--- src/rtl/shift_reg_pkg.sv ---
// Shared encodings for the universal shift register: operation codes,
// burst FSM states and burst direction constants.
package shift_reg_pkg;

  localparam logic [2:0] MODE_HOLD = 3'b000;
  localparam logic [2:0] MODE_SHL  = 3'b001;
  localparam logic [2:0] MODE_SHR  = 3'b010;
  localparam logic [2:0] MODE_ROL  = 3'b011;
  localparam logic [2:0] MODE_ROR  = 3'b100;
  localparam logic [2:0] MODE_LOAD = 3'b101;
  localparam logic [2:0] MODE_CLEAR = 3'b110;
  localparam logic [2:0] MODE_RSVD = 3'b111;

  typedef enum logic {
    ST_IDLE  = 1'b0,
    ST_BURST = 1'b1
  } state_e;

  localparam logic DIR_LEFT  = 1'b0;
  localparam logic DIR_RIGHT = 1'b1;

endpackage

--- src/rtl/shift_reg_next_value.sv ---
// Combinational next-value datapath shared by the Mode_In path and the burst path.
// Optional macro: ARITH_SHIFT_EN (right shifts sign-extend instead of using the serial fill).
module shift_reg_next_value
  import shift_reg_pkg::*;
#(
  parameter int WIDTH = 8
) (
  input  logic [WIDTH-1:0] q_i,
  input  logic [2:0]       op_i,
  input  logic [WIDTH-1:0] load_i,
  input  logic             fill_left_i,
  input  logic             fill_right_i,
  output logic [WIDTH-1:0] q_next_o
);

  logic right_fill_s;

  // Select the bit that enters the MSB on a right shift
  always_comb begin
`ifdef ARITH_SHIFT_EN
    right_fill_s = q_i[WIDTH-1];
`else
    right_fill_s = fill_right_i;
`endif
  end

  // Operation decode; reserved code and hold keep the current value
  always_comb begin
    q_next_o = q_i;
    case (op_i)
      MODE_HOLD:  q_next_o = q_i;
      MODE_SHL:   q_next_o = {q_i[WIDTH-2:0], fill_left_i};
      MODE_SHR:   q_next_o = {right_fill_s, q_i[WIDTH-1:1]};
      MODE_ROL:   q_next_o = {q_i[WIDTH-2:0], q_i[WIDTH-1]};
      MODE_ROR:   q_next_o = {q_i[0], q_i[WIDTH-1:1]};
      MODE_LOAD:  q_next_o = load_i;
      MODE_CLEAR: q_next_o = {WIDTH{1'b0}};
      MODE_RSVD:  q_next_o = q_i;
      default:    q_next_o = q_i;
    endcase
  end

`ifdef ARITH_SHIFT_EN
  logic unused_fill_s;
  assign unused_fill_s = fill_right_i;
`endif

endmodule

--- src/rtl/universal_shift_register_n_bit.sv ---
// WIDTH-bit universal shift register with an autonomous N-position burst mode
// (start/busy/done handshake). Falling-edge clocked. Optional macro: ARITH_SHIFT_EN.
module universal_shift_register_n_bit
  import shift_reg_pkg::*;
#(
  parameter int WIDTH = 8,
  parameter int CNT_W = $clog2(WIDTH + 1)
) (
  input  logic             Clk_In,
  input  logic             Reset_In,
  input  logic             Enable_In,
  input  logic [2:0]       Mode_In,
  input  logic [WIDTH-1:0] Parallel_Data_In,
  input  logic             Serial_Left_In,
  input  logic             Serial_Right_In,
  input  logic             Burst_Start_In,
  input  logic [CNT_W-1:0] Burst_Count_In,
  input  logic             Burst_Dir_In,
  output logic [WIDTH-1:0] Parallel_Data_Out,
  output logic             Serial_Left_Out,
  output logic             Serial_Right_Out,
  output logic             Busy_Out,
  output logic             Done_Out
);

  state_e           state_q, state_d;
  logic [CNT_W-1:0] cnt_q, cnt_d;
  logic             dir_q, dir_d;
  logic [WIDTH-1:0] data_q, data_d;
  logic             busy_q, busy_d;
  logic             done_q, done_d;
  logic [2:0]       op_s;
  logic [CNT_W-1:0] cnt_sat_s;
  logic [WIDTH-1:0] data_next_s;

  // Requests longer than the register width are clamped to WIDTH shifts
  always_comb begin
    if (Burst_Count_In > CNT_W'(WIDTH)) begin
      cnt_sat_s = CNT_W'(WIDTH);
    end else begin
      cnt_sat_s = Burst_Count_In;
    end
  end

  // Datapath operation: burst direction while running, Mode_In only when idle and enabled
  always_comb begin
    op_s = MODE_HOLD;
    case (state_q)
      ST_IDLE: begin
        if (Burst_Start_In) begin
          op_s = MODE_HOLD;
        end else if (Enable_In) begin
          op_s = Mode_In;
        end else begin
          op_s = MODE_HOLD;
        end
      end
      ST_BURST: begin
        if (dir_q == DIR_RIGHT) begin
          op_s = MODE_SHR;
        end else begin
          op_s = MODE_SHL;
        end
      end
      default: op_s = MODE_HOLD;
    endcase
  end

  shift_reg_next_value #(
    .WIDTH (WIDTH)
  ) u_next_value (
    .q_i          (data_q),
    .op_i         (op_s),
    .load_i       (Parallel_Data_In),
    .fill_left_i  (Serial_Left_In),
    .fill_right_i (Serial_Right_In),
    .q_next_o     (data_next_s)
  );

  // Burst FSM, counter and handshake flags
  always_comb begin
    state_d = state_q;
    cnt_d   = cnt_q;
    dir_d   = dir_q;
    busy_d  = busy_q;
    done_d  = 1'b0;
    data_d  = data_next_s;
    case (state_q)
      ST_IDLE: begin
        if (Burst_Start_In) begin
          if (Burst_Count_In != {CNT_W{1'b0}}) begin
            state_d = ST_BURST;
            cnt_d   = cnt_sat_s;
            dir_d   = Burst_Dir_In;
            busy_d  = 1'b1;
          end else begin
            // Zero-length burst completes immediately with only a done pulse
            done_d  = 1'b1;
          end
        end else begin
          busy_d = 1'b0;
        end
      end
      ST_BURST: begin
        cnt_d = cnt_q - CNT_W'(1);
        if (cnt_q == CNT_W'(1)) begin
          state_d = ST_IDLE;
          busy_d  = 1'b0;
          done_d  = 1'b1;
        end else begin
          busy_d  = 1'b1;
        end
      end
      default: begin
        state_d = ST_IDLE;
        cnt_d   = {CNT_W{1'b0}};
        busy_d  = 1'b0;
        data_d  = data_q;
      end
    endcase
  end

  // State and data registers, updated on the falling clock edge
  always_ff @(negedge Clk_In or posedge Reset_In) begin
    if (Reset_In) begin
      state_q <= ST_IDLE;
      cnt_q   <= {CNT_W{1'b0}};
      dir_q   <= DIR_LEFT;
      data_q  <= {WIDTH{1'b0}};
      busy_q  <= 1'b0;
      done_q  <= 1'b0;
    end else begin
      state_q <= state_d;
      cnt_q   <= cnt_d;
      dir_q   <= dir_d;
      data_q  <= data_d;
      busy_q  <= busy_d;
      done_q  <= done_d;
    end
  end

  assign Parallel_Data_Out = data_q;
  assign Serial_Left_Out   = data_q[WIDTH-1];
  assign Serial_Right_Out  = data_q[0];
  assign Busy_Out          = busy_q;
  assign Done_Out          = done_q;

endmodule
--- config.mk ---
export PLATFORM = sky130hd
export DESIGN_NAME = universal_shift_register_n_bit
export DESIGN_NICKNAME = d
export VERILOG_FILES = /design/src/rtl/shift_reg_pkg.sv /design/src/rtl/shift_reg_next_value.sv /design/src/rtl/universal_shift_register_n_bit.sv
export SDC_FILE = /design/constraint.sdc
export NUM_CORES = 1
export LEC_CHECK = 0
export ABC_AREA = 1
export BUFFER_PORTS_ARGS = -buffer_cell sky130_fd_sc_hd__buf_2
export CAP_MARGIN = 40
export CORE_MARGIN = 4
export CORE_UTILIZATION = 36
export CTS_BUF_LIST = sky130_fd_sc_hd__clkbuf_4
export DETAILED_ROUTE_END_ITERATION = 16
export PLACE_DENSITY_LB_ADDON = 0.2
export SETUP_SLACK_MARGIN = 0.05
export SYNTH_ARGS = -nofsm -noshare
export SYNTH_HDL_FRONTEND = slang
export SYNTH_SLANG_ARGS = --single-unit
export TNS_END_PERCENT = 20
--- constraint.sdc ---
create_clock -name Clk_In -period 1.7 [get_ports Clk_In]
set_input_delay 0 -clock Clk_In [delete_from_list [all_inputs] [get_ports Clk_In]]
set_output_delay 0 -clock Clk_In [all_outputs]
set_load 0.005 [all_outputs]
# Yosys cells after proc, flatten, opt, wreduce, memory -nomap -nowiden
# Cells that the tools add are included.
[word_totals] out_inout_bits=12 word_cells=45 in_bits=22 register_bits=16
[op_classes] n_eq_ne=11 n_mux=20 add_sub_neg=1 magnitude_cmp=1 n_bitwise=1 n_reduce_logical=5
[op_table] operator="one-hot mux 8 bit (6 select lines)" count=1
[op_table] operator="equality test 3 bit, second input constant" count=4
[op_table] operator="two-way mux 4 bit" count=3
[op_table] operator="two-way mux 1 bit" count=8
[op_table] operator="one-hot mux 4 bit (2 select lines)" count=1
[op_table] operator="equality test 3 x 2 -> 1 bit, second input constant" count=2
[op_table] operator="two-way mux 3 bit" count=2
[op_table] operator="one-hot mux 1 bit (2 select lines)" count=3
[op_table] operator="one-hot mux 3 bit (2 select lines)" count=1
[op_table] operator="equality test 4 x 1 -> 1 bit, second input constant" count=1
[op_table] operator="greater-than comparator 4 bit, second input constant" count=1
[op_table] operator="inequality test 2 bit, second input constant" count=2
[op_table] operator="nonzero test 4 bit" count=1
[op_table] operator="subtractor 4 x 1 -> 4 bit, second input constant" count=1
[op_table] operator="equality test 3 x 1 -> 1 bit, second input constant" count=1
[op_table] operator="logical NOT 3 bit" count=1
[op_table] operator="inequality test 3 bit, second input constant" count=1
[op_table] operator="AND reduction 3 bit" count=1
[op_table] operator="two-way mux 2 bit" count=1
[op_table] operator="AND reduction 2 bit" count=1
[op_table] operator="OR reduction 2 bit" count=1
[op_table] operator="inverter 1 bit" count=1

# Depth between registers and ports, before layout
[depth] depth_word=5 ltp_mapped=12 mapped_depth_nobuf=11

# Modules after synthesis
# A second synthesis with hierarchy kept.
[hier_totals] hier_cells=142 area_unflattened_um2=1048.5
[modules_own_cells] module="universal_shift_register_n_bit" n_inst=1 cells_each=76 seq_area_each_um2=400.4 area_each_um2=749.5
[modules_own_cells] module="shift_reg_next_value" n_inst=1 cells_each=66 seq_area_each_um2=0.0 area_each_um2=299.0

==> summary.txt <==
Timing
  • Unrepaired setup endpoints after global routing: yes
  • Fin. max-slew vios: 0
  • Setup_tns: -579 ps
  • Final WS setup: -69.7 ps
  • Final hold violations: 0
  • Endpoints failing setup: 13
  • Hold_ws: about 430 ps
  • Final clock skew: around 1.9 ps
  • Max transition margin: between 70% and 80%
  • Least-Margin Pin Slew: between 300 and 400 ps

GRT
  • Number of global-route vias before repair: about 1300
  • Global Route Usage Sum: ~16%
  • Grt ovf: 0
  • Initial antenna violation count: 0
  • Largest net degree at the start of global routing: 17
  • First-pass GRT wire length: 5.50 mm

Final layout
  • Final Instance Area: 1910 sq um
  • Area grow syn2layout: 52.4%
  • Inserted Diodes: 0
  • Share of cells above drive strength 1: approximately 48%
  • Final #Nets: around 270

Routing
  • DR WL met3: around 130 um
  • DRT iter0 DRCs: 40
  • Met2 routed WL: ~1.5 mm
  • DR vias: 1294
  • Uppermost routed layer: met4
  • WL per Instance: approximately 11 um
  • Vias/cell: about 4.5
  • Post-route ant nets: 0
  • Final WL: 3.17 mm
  • Residual DRC: 0
  • Met1 WL: 1.48 mm
  • Initial DRT Pass Iterations: 6

Clock network
  • Clk slew on worst S/H paths: approximately 60 ps
  • CTS Buffer Depth: 2
  • H-tree depth: 1
  • Hold_buf cts: 0
  • CTS tree: yes
  • Clk sink count: 16
  • Num CTS Buffers: 3
  • Clk Latency, worst-skew pair: between 200 and 300 ps
  • CTS root buf: clkbuf_4

Place
  • Dpl hpwl: 2.34 mm
  • Final GP Congestion: approximately 0.75
  • PortBufs: 33
  • Placed inst area: between 1500 and 2000 sq um

Die
  • Die Width: around 67 um
  • DIE AREA: about 4500 sq um
  • Rows: 21
  • Starting Density: 37.5%
  • Ports: 34
  • Die Y: approximately 67 um
  • Core box area: approximately 3300 sq um

Power and ir drop
  • Peak supply drop: 0.703 mV
  • Power Total: just under 3 mW
  • PwrDens: about 1500 nW/um^2
  • Leak: between 1 and 1.5 nW

Setup path
  • Arr. time, crit path: around 1100 ps
  • Maximum fanout along the worst path: 7
  • Critical path class: input pin to flop
  • Crit path required time: a little under 1000 ps
  • Crit. End Element: flop
  • CP Launch Type: input pin

Run
  • Max-capacitance violation count: 0

Hold path
  • Worst Hold Class: input pin to asynchronous set/reset pin

Logic synthesis
  • Synth warn: 0
  • Unique masters post-synth: 26
  • Seq/Total Area, Yosys: between 30% and 40%
  • Synthesized area per cell: 7.19 sq um
  • Post-Synthesis Cells: between 150 and 200
  • Mapped Nets: 198
  • Post-synthesis register bit count: 16
  • Cell area after synthesis: about 1300 sq um

Run status
  • Status: complete, but fails checks
  • Failing checks: setup timing
==> worst paths after layout <==
| path | from | to | slack [ps] | depth (start not counted) |
|---|---|---|---|---|
| max reg2reg | state_q$_DFF_NP0_ | Parallel_Data_Out[0]$_DFFE_NP0N_ | 10 | 12 |
| min reg2reg | Busy_Out$_DFFE_NP0P_ | Busy_Out$_DFFE_NP0P_ | 470 | 1 |
| max | Burst_Start_In | Parallel_Data_Out[0]$_DFFE_NP0N_ | -70 | 12 |
| min in group Clk_In | Busy_Out$_DFFE_NP0P_ | Busy_Out$_DFFE_NP0P_ | 470 | 1 |
| min | Reset_In | cnt_q[0]$_DFFE_NP0P_ | 430 | 3 |
| max in group asynchronous | Reset_In | Parallel_Data_Out[1]$_DFFE_NP0N_ | 1060 | 3 |
==> worst max-delay path, stage by stage <==
cell     delay, ps
buf_12         100
inv_12          40
nand2_8         60
buf_12         100
nor2_4          30
nor3_4         310
nor2_4         120
buf_6          140
nand2_4         40
inv_2           20
nand2_1         40
nand2_1         40
==> cells in the mapped netlist <==
cell      instances  area share [%]
nor3_4            1             1.3
nor3_2            1            0.80
nand3_2           5             4.0
o21ai_0           4             1.6
nand3_4           1             1.4
inv_8             1            0.90
nand2_4           1            0.90
nor2_1           29             8.7
xor2_1            1            0.70
inv_1            26             7.8
buf_4             2             1.2
nand4_1           3             1.5
dfrtn_1          16              32
ha_1              2             2.0
nand3_1          16             6.4
o211ai_1          1            0.60
inv_2             1            0.30
nand2_1          36              11
nor2_2            7             3.5
a31o_2            1            0.70
a21oi_1           4             1.6
nand2_2           6             3.0
buf_6             2             1.8
o221ai_1          2             1.4
a21boi_4          1             1.5
nor2_4            4             3.6
==> state kept, by name, summed over array words and instances (netlist names) <==
register	flops
state_q	1
Busy_Out	1
Done_Out	1
cnt_q	4
dir_q	1
Parallel_Data_Out	8
==> area by class of cell <==
cell class                      instances  area (sq um)
Timing Repair Buffer                   69           489
Multi-Input combinational cell        127           810
Sequential cell                        16           400
Clock buffer                            3          22.5
Inverter                               28           128
Fill cell                             328          1430
Tap cell                               46          57.6
==> stage by stage <==
stage                     util [%]  instances  worst slack (ps)
after detailed placement      51.4        277              -502
after global routing          57.1        289              -137
final                         57.1        289             -69.7
after global placement        51.4        277              -472
after CTS                     56.1        289             -68.1
after floorplan                  -        174              -122
==> layer usage <==
| layer | GRT usage [%] | vias up |
|---|---|---|
| li1 | - | 687 |
| met1 | 20.1 | 578 |
| met2 | 27.6 | 24 |
| met3 | 1.69 | 5 |
| met4 | 6.08 | 0 |
| met5 | 0 | - |
==> report_power, final <==
| group | total, mW | leakage, nW | internal, mW | switching, mW |
|---|---|---|---|---|
| registers | 0.738 | 0.187 | 0.595 | 0.143 |
| logic | 1.97 | 0.815 | 0.906 | 1.07 |
| clock network | 0.196 | 0.0138 | 0.0823 | 0.114 |
==> layout by cell type, fill, tap and decap left out, types with 2 or more instances in the layout <==
cell       n
nand2_1   32
nand4_1    3
nor2_1    24
buf_2     31
o221ai_1   2
dfrtn_1   16
nand2_2    5
buf_4     32
ha_1       2
buf_6      3
inv_1     24
o21ai_0    4
buf_12     3
nand3_1   13
clkbuf_4   3
nor2_4     6
nand3_2    6
nand3_4    3
nor2_2    11
nor3_4     2
a21oi_1    4
nand2_4    5
==> repair_timing <==
item | in CTS | in global routing
endpoints found under the setup margin | 19 | 20
resized for setup | 14 | 10
cloned | 1 | 0
buffers inserted | 8 | 0
pin swaps | 14 | 19
==> kinds of logic (layout without fill, tap and decap cells) <==
group,count (synthesis),in the layout,synth area share (%)
adders and majority gates,2,2,2.00
xor gates and xnor gates,1,1,0.700
AOI/OAI and AO/OA,13,13,7.40
DFF,16,16,32.0
buffers and inverters,32,100,12.0
and+or+nand+nor,110,111,45.9
Power figures use the tool's default switching activity.
